[src/rtl/seq_shift_unit_if.sv]
// seq_shift_unit_if: launch/result bus of the multi-cycle shift engine.
// The sequencer side (master) drives start/in/op/amt and observes the
// result; the engine side (slave) drives out/busy/done.
// SHIFT_CARRY_EN adds the cout signal (last bit shifted out).
interface seq_shift_unit_if #(
  parameter int WIDTH = 16,
  parameter int AMT_W = 4
);
  logic             start;
  logic [WIDTH-1:0] in;
  logic [1:0]       op;
  logic [AMT_W-1:0] amt;
  logic [WIDTH-1:0] out;
  logic             busy;
  logic             done;
`ifdef SHIFT_CARRY_EN
  logic             cout;
`endif

  modport master (
    output start, in, op, amt,
`ifdef SHIFT_CARRY_EN
    input  cout,
`endif
    input  out, busy, done
  );

  modport slave (
    input  start, in, op, amt,
`ifdef SHIFT_CARRY_EN
    output cout,
`endif
    output out, busy, done
  );
endinterface

[src/rtl/seq_shift_unit.sv]
// seq_shift_unit: multi-cycle LSL/LSR/ASR engine, one bit position per clock.
// Handshake: start is sampled only in IDLE; busy is high in SHIFT; done is a
// one-cycle pulse with out valid. out holds until the next accepted start.
// Optional feature macro: SHIFT_CARRY_EN (adds cout, the last bit shifted out).
module seq_shift_unit #(
  parameter int WIDTH = 16,
  parameter int AMT_W = 4
) (
  input  logic            clk,
  input  logic            reset,
  seq_shift_unit_if.slave bus
);

  typedef enum logic [1:0] {
    ST_IDLE  = 2'd0,
    ST_SHIFT = 2'd1,
    ST_DONE  = 2'd2
  } state_e;

  typedef enum logic [1:0] {
    OP_PASS = 2'd0,
    OP_LSL  = 2'd1,
    OP_LSR  = 2'd2,
    OP_ASR  = 2'd3
  } op_e;

  state_e           state_q, state_d;
  op_e              op_q,    op_d;
  logic [WIDTH-1:0] out_q,   out_d;
  logic [AMT_W-1:0] count_q, count_d;
`ifdef SHIFT_CARRY_EN
  logic             cout_q,  cout_d;
`endif

  // Single-position shift of the working register. Amounts >= WIDTH need no
  // special casing: repeated steps drain to zero (LSL/LSR) or all sign bits
  // (ASR) on their own.
  function automatic logic [WIDTH-1:0] shift1(input logic [WIDTH-1:0] v,
                                              input op_e o);
    logic [WIDTH-1:0] r;
    case (o)
      OP_LSL:  r = {v[WIDTH-2:0], 1'b0};
      OP_LSR:  r = {1'b0, v[WIDTH-1:1]};
      OP_ASR:  r = {v[WIDTH-1], v[WIDTH-1:1]};
      default: r = v;
    endcase
    return r;
  endfunction

  // State and datapath registers; reset aborts any operation in flight.
  always_ff @(posedge clk) begin
    if (reset) begin
      state_q <= ST_IDLE;
      op_q    <= OP_PASS;
      out_q   <= '0;
      count_q <= '0;
`ifdef SHIFT_CARRY_EN
      cout_q  <= 1'b0;
`endif
    end else begin
      state_q <= state_d;
      op_q    <= op_d;
      out_q   <= out_d;
      count_q <= count_d;
`ifdef SHIFT_CARRY_EN
      cout_q  <= cout_d;
`endif
    end
  end

  // Next-state and datapath update: capture on accepted start, one step per
  // SHIFT edge, DONE always lasts a single cycle.
  always_comb begin
    state_d = state_q;
    op_d    = op_q;
    out_d   = out_q;
    count_d = count_q;
`ifdef SHIFT_CARRY_EN
    cout_d  = cout_q;
`endif
    case (state_q)
      ST_IDLE: begin
        if (bus.start) begin
          out_d   = bus.in;
          count_d = bus.amt;
          op_d    = op_e'(bus.op);
`ifdef SHIFT_CARRY_EN
          cout_d  = 1'b0;
`endif
          // Pass-through and zero-length shifts skip SHIFT entirely.
          if (bus.op == OP_PASS || bus.amt == '0) state_d = ST_DONE;
          else                                    state_d = ST_SHIFT;
        end
      end
      ST_SHIFT: begin
        out_d   = shift1(out_q, op_q);
        count_d = count_q - AMT_W'(1);
`ifdef SHIFT_CARRY_EN
        cout_d  = (op_q == OP_LSL) ? out_q[WIDTH-1] : out_q[0];
`endif
        if (count_q == AMT_W'(1)) state_d = ST_DONE;
      end
      ST_DONE: state_d = ST_IDLE;
      default: state_d = ST_IDLE;
    endcase
  end

  assign bus.out  = out_q;
  assign bus.busy = (state_q == ST_SHIFT);
  assign bus.done = (state_q == ST_DONE);
`ifdef SHIFT_CARRY_EN
  assign bus.cout = cout_q;
`endif

endmodule

[src/flat_wrapper.sv]
// flat-port wrapper written by rule: the top's interface ports become plain ports
module seq_shift_unit_flat 
#(
  parameter int WIDTH = 16,
  parameter int AMT_W = 4
)
  (clk, reset, bus_start, bus_in, bus_op, bus_amt, bus_out, bus_busy, bus_done);
  seq_shift_unit_if #(.WIDTH(WIDTH), .AMT_W(AMT_W)) bus_i ();
  input  logic clk;
  input  logic reset;
  input wire logic [$bits(bus_i.start)-1:0] bus_start;
  input wire logic [$bits(bus_i.in)-1:0] bus_in;
  input wire logic [$bits(bus_i.op)-1:0] bus_op;
  input wire logic [$bits(bus_i.amt)-1:0] bus_amt;
  output wire logic [$bits(bus_i.out)-1:0] bus_out;
  output wire logic [$bits(bus_i.busy)-1:0] bus_busy;
  output wire logic [$bits(bus_i.done)-1:0] bus_done;
  assign bus_i.start = bus_start;
  assign bus_i.in = bus_in;
  assign bus_i.op = bus_op;
  assign bus_i.amt = bus_amt;
  assign bus_out = bus_i.out;
  assign bus_busy = bus_i.busy;
  assign bus_done = bus_i.done;
  seq_shift_unit #(.WIDTH(WIDTH), .AMT_W(AMT_W)) u_core (.clk(clk), .reset(reset), .bus(bus_i));
endmodule
[config.mk]
export PLATFORM = sky130hd
export DESIGN_NAME = seq_shift_unit_flat
export DESIGN_NICKNAME = d
export VERILOG_FILES = /design/src/rtl/seq_shift_unit_if.sv /design/src/rtl/seq_shift_unit.sv /design/src/flat_wrapper.sv
export SDC_FILE = /design/constraint.sdc
export NUM_CORES = 1
export LEC_CHECK = 0
export ABC_CLOCK_PERIOD_IN_PS = 1800
export CORE_MARGIN = 2
export CORE_UTILIZATION = 45
export CTS_CLUSTER_DIAMETER = 200
export CTS_CLUSTER_SIZE = 25
export DETAILED_ROUTE_END_ITERATION = 7
export GPL_TIMING_DRIVEN = 1
export HOLD_SLACK_MARGIN = 0.06
export PLACE_DENSITY_LB_ADDON = 0.1
export SYNTH_ARGS = -nofsm -noshare
export SYNTH_HDL_FRONTEND = slang
export SYNTH_SLANG_ARGS = --single-unit
[constraint.sdc]
create_clock -name clk -period 1.8 [get_ports clk]
set_input_delay 0.18 -clock clk [delete_from_list [all_inputs] [get_ports clk]]
set_output_delay 0.18 -clock clk [all_outputs]
set_load 0.02 [all_outputs]
Word level (Yosys, flattened, before mapping)
Cells that the tools add are included.
Operators by class
  reduce and logical (&&, ||, !) cells: 10
  add/subtract/negate cells: 1
  equality and inequality tests: 11
  multiplexer cells: 9
Operators with widths (count)
  16-bit case mux with 3 select lines: 1
  16-bit case mux with 2 select lines: 1
  16-bit two-way mux: 1
  4-bit case mux with 2 select lines: 1
  2-bit equality test (second input constant): 3
  2-bit two-way mux: 3
  2-bit AND reduction: 3
  2-bit by 1-bit equality test with 1-bit output (second input constant): 2
  4-bit by 1-bit equality test with 1-bit output (second input constant): 1
  2-bit logical NOT: 2
  4-bit logical NOT: 1
  4-bit two-way mux: 1
  2-bit inequality test (second input constant): 2
  4-bit by 1-bit inequality test with 1-bit output (second input constant): 1
  2-bit case mux with 2 select lines: 1
  4-bit AND reduction: 1
  4-bit by 1-bit subtractor with 4-bit output (second input constant): 1
  3-bit by 1-bit inequality test with 1-bit output (second input constant): 1
  3-bit AND reduction: 1
  2-bit by 1-bit inequality test with 1-bit output (second input constant): 1
  2-bit nonzero test: 1
  1-bit logical OR: 1
Word-level totals
  input bits: 25
  output and inout bits: 18
  register bits after elaboration: 24

Longest topological paths before layout
  word-level depth: 5
  mapped depth: 6
  gate-level depth less buffers: 5

Least setup slack after synthesis
Ideal clock, no wire load.
  kind: reg2reg
  start point: reg u_core.op_q[0]
  end point: reg u_core.out_q[10], in the netlist u_core.bus.out[10]
  stages on the path, launching flop included: 7
  required time: 1664 ps
  data arrival time: 1507 ps
  slack: 157 ps
  buffers on the path: 1
  setup time: 136 ps
  path through: dfxtp_1 inv_1 ha_1 or4b_1 buf_2 o211ai_1 o32ai_1
On the way
  cells in the longest elaborated chain, start to end: 3
RTL lines
  start, declared: line seq_shift_unit.sv:28  | op_e op_q, op_d;
  start signal, assigned: line seq_shift_unit.sv:62  | op_q <= op_d;
  2-bit equality test / 2-bit by 1-bit equality test with 1-bit output (equally long branches): line seq_shift_unit.sv:41  | case (o)
  16-bit case mux with 3 select lines / 4-bit by 1-bit inequality test with 1-bit output (equally long branches)
  16-bit case mux with 2 select lines / 3-bit AND reduction (equally long branches)
  end signal, assigned: line seq_shift_unit.sv:63  | out_q <= out_d;
  end, declared: line seq_shift_unit.sv:29  | logic [WIDTH-1:0] out_q, out_d;
Several ways; a longest one is shown, not always the timed one.
A chain may end at the register's enable or synchronous reset.

Worst setup path in the final report
  start point: reg u_core.op_q[0]
  end point: reg u_core.out_q[6], in the netlist u_core.bus.out[6]
Same word-level chain as after synthesis.

==> flow_summary.json <==
{
  "startpoint_type": "register",
  "cp_max_fo": 5,
  "path_delay_family": "simple AND/OR/NAND/NOR gates",
  "syn_nets": 203,
  "required_ps": 2000,
  "clock_sinks": 24,
  "drive_above_1_share_pct": 14.5,
  "synth_top_area_cell": "dfxtp_1",
  "antenna_left": 0,
  "fmax_ghz": 0.574,
  "grt_max_degree": 23,
  "ir_worst_vdd_mv": 0.443,
  "cts_tree": "built",
  "post_cts_buffers": 0,
  "synthToLayoutAreaGrowth_pct": 40.8,
  "finalNetCount": 251,
  "grt_util_all_layers_pct": 25.7,
  "antenna_found_initial": 0,
  "gp_congestion": 0.770,
  "fp-row-count": 20,
  "vias_per_cell": 6.17,
  "clk_pin_slew_ps": 130,
  "setup_violations": 0,
  "post-place-ws_ps": 22.1,
  "seq_area_um2": 482,
  "dieArea_um2": 3680,
  "crit_chain": "inv_1, ha_2, or4b_4, buf_2, o211ai_1, o32ai_1",
  "synth_cell_types": 42,
  "max_slew.worst_pin.slew_ps": 346,
  "vias": 1628,
  "routedWlPerCell_um": 17.0,
  "cts-buffers-inserted": 3,
  "ys_ff_latch": 24,
  "worst_path_max_delay_cell": "or4b_4",
  "synth_warnings": 0,
  "synthArstFlopShare_pct": 0,
  "die_x_um": 60.6,
  "portBuffers": 42,
  "status": "finished, final reports clean",
  "worst_slack_ps": 56.8,
  "synth.cell_area_um2": 1440,
  "first_global_vias": 1585,
  "routed_wl_mm": 4.50,
  "ctsLongestPathBuffers": 2,
  "htreeDepth": 1,
  "syn_area_per_cell_um2": 8.35,
  "core_um2": 3050,
  "p_leak_uw": 0.000714,
  "grt_pass1_wl_mm": 7.11,
  "period_minus_slack_ps": 1740,
  "endpoint_kind": "register",
  "post-route-cell-area_um2": 2030,
  "cts-root-buf": "clkbuf_4",
  "critPathKind": "register to register",
  "yosysTopAreaCellShare_pct": 33.3,
  "hpwl_mm": 3.22,
  "synth-seq-area-share_pct": 33.3,
  "grt.overflow.total": 0,
  "drt-pass1-iter-count": 5,
  "insertion_delay_ps": 310,
  "synth_edf_count": 0,
  "hold_violations": 0,
  "maxCapViolCount": 0,
  "fin_crit_sh_pct": 96.8,
  "place_area_um2": 1970,
  "antennaDiodeCount": 0,
  "drc_errors": 0,
  "multi_input_area_um2": 866,
  "skew_ps": 7.30,
  "first_iter_violations": 128,
  "die_y_um": 60.6,
  "hold_path.class": "input pin to register",
  "slew_headroom_pct": 76.9,
  "crit_path_max_incr_delay_ps": 540,
  "syn_inst": 173,
  "start_util_pct": 47.3,
  "fillers": 279,
  "hold_buffers": 0,
  "worst-endpoint-arrival_ps": 1940,
  "pwr_density_cell_nw_per_um2": 785,
  "synth_commonest_cells": "dfxtp_1 (24), nand2_1 (14), a211oi_1 (12), o21ai_0 (12), o32ai_1 (11)",
  "synth_area_leaders": "dfxtp_1 (33%), o32ai_1 (6.7%), a211oi_1 (6.2%), o211ai_1 (5.2%), ha_1 (4.3%)",
  "crit_buf_inv": 2,
  "final_max_slew_viol_count": 0,
  "yosysMostFrequentCell": "dfxtp_1",
  "ys.flop_type": "dfxtp_1",
  "ios": 43
}
## sequential cells by signal (all words and copies together), names as in the netlist
register and cells:
u_core.state_q 2, u_core.op_q 2, u_core.bus.out 16, u_core.count_q 4
## area by class of cell
type,instances,area share (%)
sequential,24,23.7
inverter,7,1.29
tap,44,2.71
timing repair buffer,60,27.9
clock buffer,4,1.78
multi-input combinational,125,42.6
## kinds of logic after synthesis
logic type / Yosys count / share of synthesized area [%]
AOI/OAI and AO/OA: 80 / 39.4
buffers and inverters: 24 / 8.06
adders and majority gates: 5 / 4.33
DFF: 24 / 33.3
and+or+nand+nor: 40 / 14.9
## power breakdown
group / switching (uW) / internal (uW) / leakage (uW)
clock network: 168 / 123 / 0.0000210
registers: 70.7 / 599 / 0.000199
logic: 326 / 308 / 0.000494
## path summary, 6_finish.rpt
kind,from,cells past startpoint,to,slack (ps)
worst max-delay path,u_core.op_q[0],6,u_core.bus.out[6],60
worst min-delay path,bus_op[1],3,u_core.op_q[1],450
worst max register to register,u_core.op_q[0],6,u_core.bus.out[6],60
worst min register to register,u_core.bus.out[15],2,u_core.bus.out[15],520
## stage by stage
stage	power (uW)	hold slack, ps	utilization (%)	instances	setup TNS [ps]
4_1_cts	1580	440	65.7	263	0
5_1_grt	1680	455	66.6	264	-38.9
6_report	1600	447	66.6	264	0
3_5_place_dp	1290	503	64.5	259	0
2_1_floorplan	1020	252	-	173	0
3_3_place_gp	1270	494	64.5	259	0
## cell usage in the layout, fill, tap and decap left out, types with 2 or more instances in the layout
cell type	Yosys	final
clkbuf_4	0	3
o21ai_0	12	12
clkdlybuf4s50_1	0	41
a21oi_1	9	9
a21o_1	2	2
o211ai_1	10	10
ha_1	5	4
o22ai_1	4	4
dfxtp_1	24	23
nand3_1	4	4
a211oi_2	0	2
nand3b_1	2	2
a31oi_1	7	7
nor3b_1	3	3
nand2b_1	2	2
a211oi_1	12	10
nor2b_1	2	2
buf_4	3	15
nor2_1	4	4
or3_1	2	2
nand2_1	14	14
inv_1	6	6
o32ai_1	11	11
a311oi_1	5	5
## per-layer routing
layer | up-vias | part of all wire, % | global-route usage [%]
li1 | 772 | - | -
met1 | 786 | 43 | 33.7
met2 | 66 | 52 | 44.4
met3 | 4 | 4.8 | 3.41
met4 | 0 | 1.0 | 6.83
met5 | - | 0 | 0
## repair_timing
action,4_1_cts,5_1_grt
endpoints found under the setup margin,2,9
gates cloned,0,1
gates resized for setup,2,6
pin swaps,0,2
## worst min-delay path, cell delays in order
cell and delay, ps:
clkdlybuf4s50_1 420, nand2_1 70, a21oi_1 50
(Power assumes the default switching activity.)
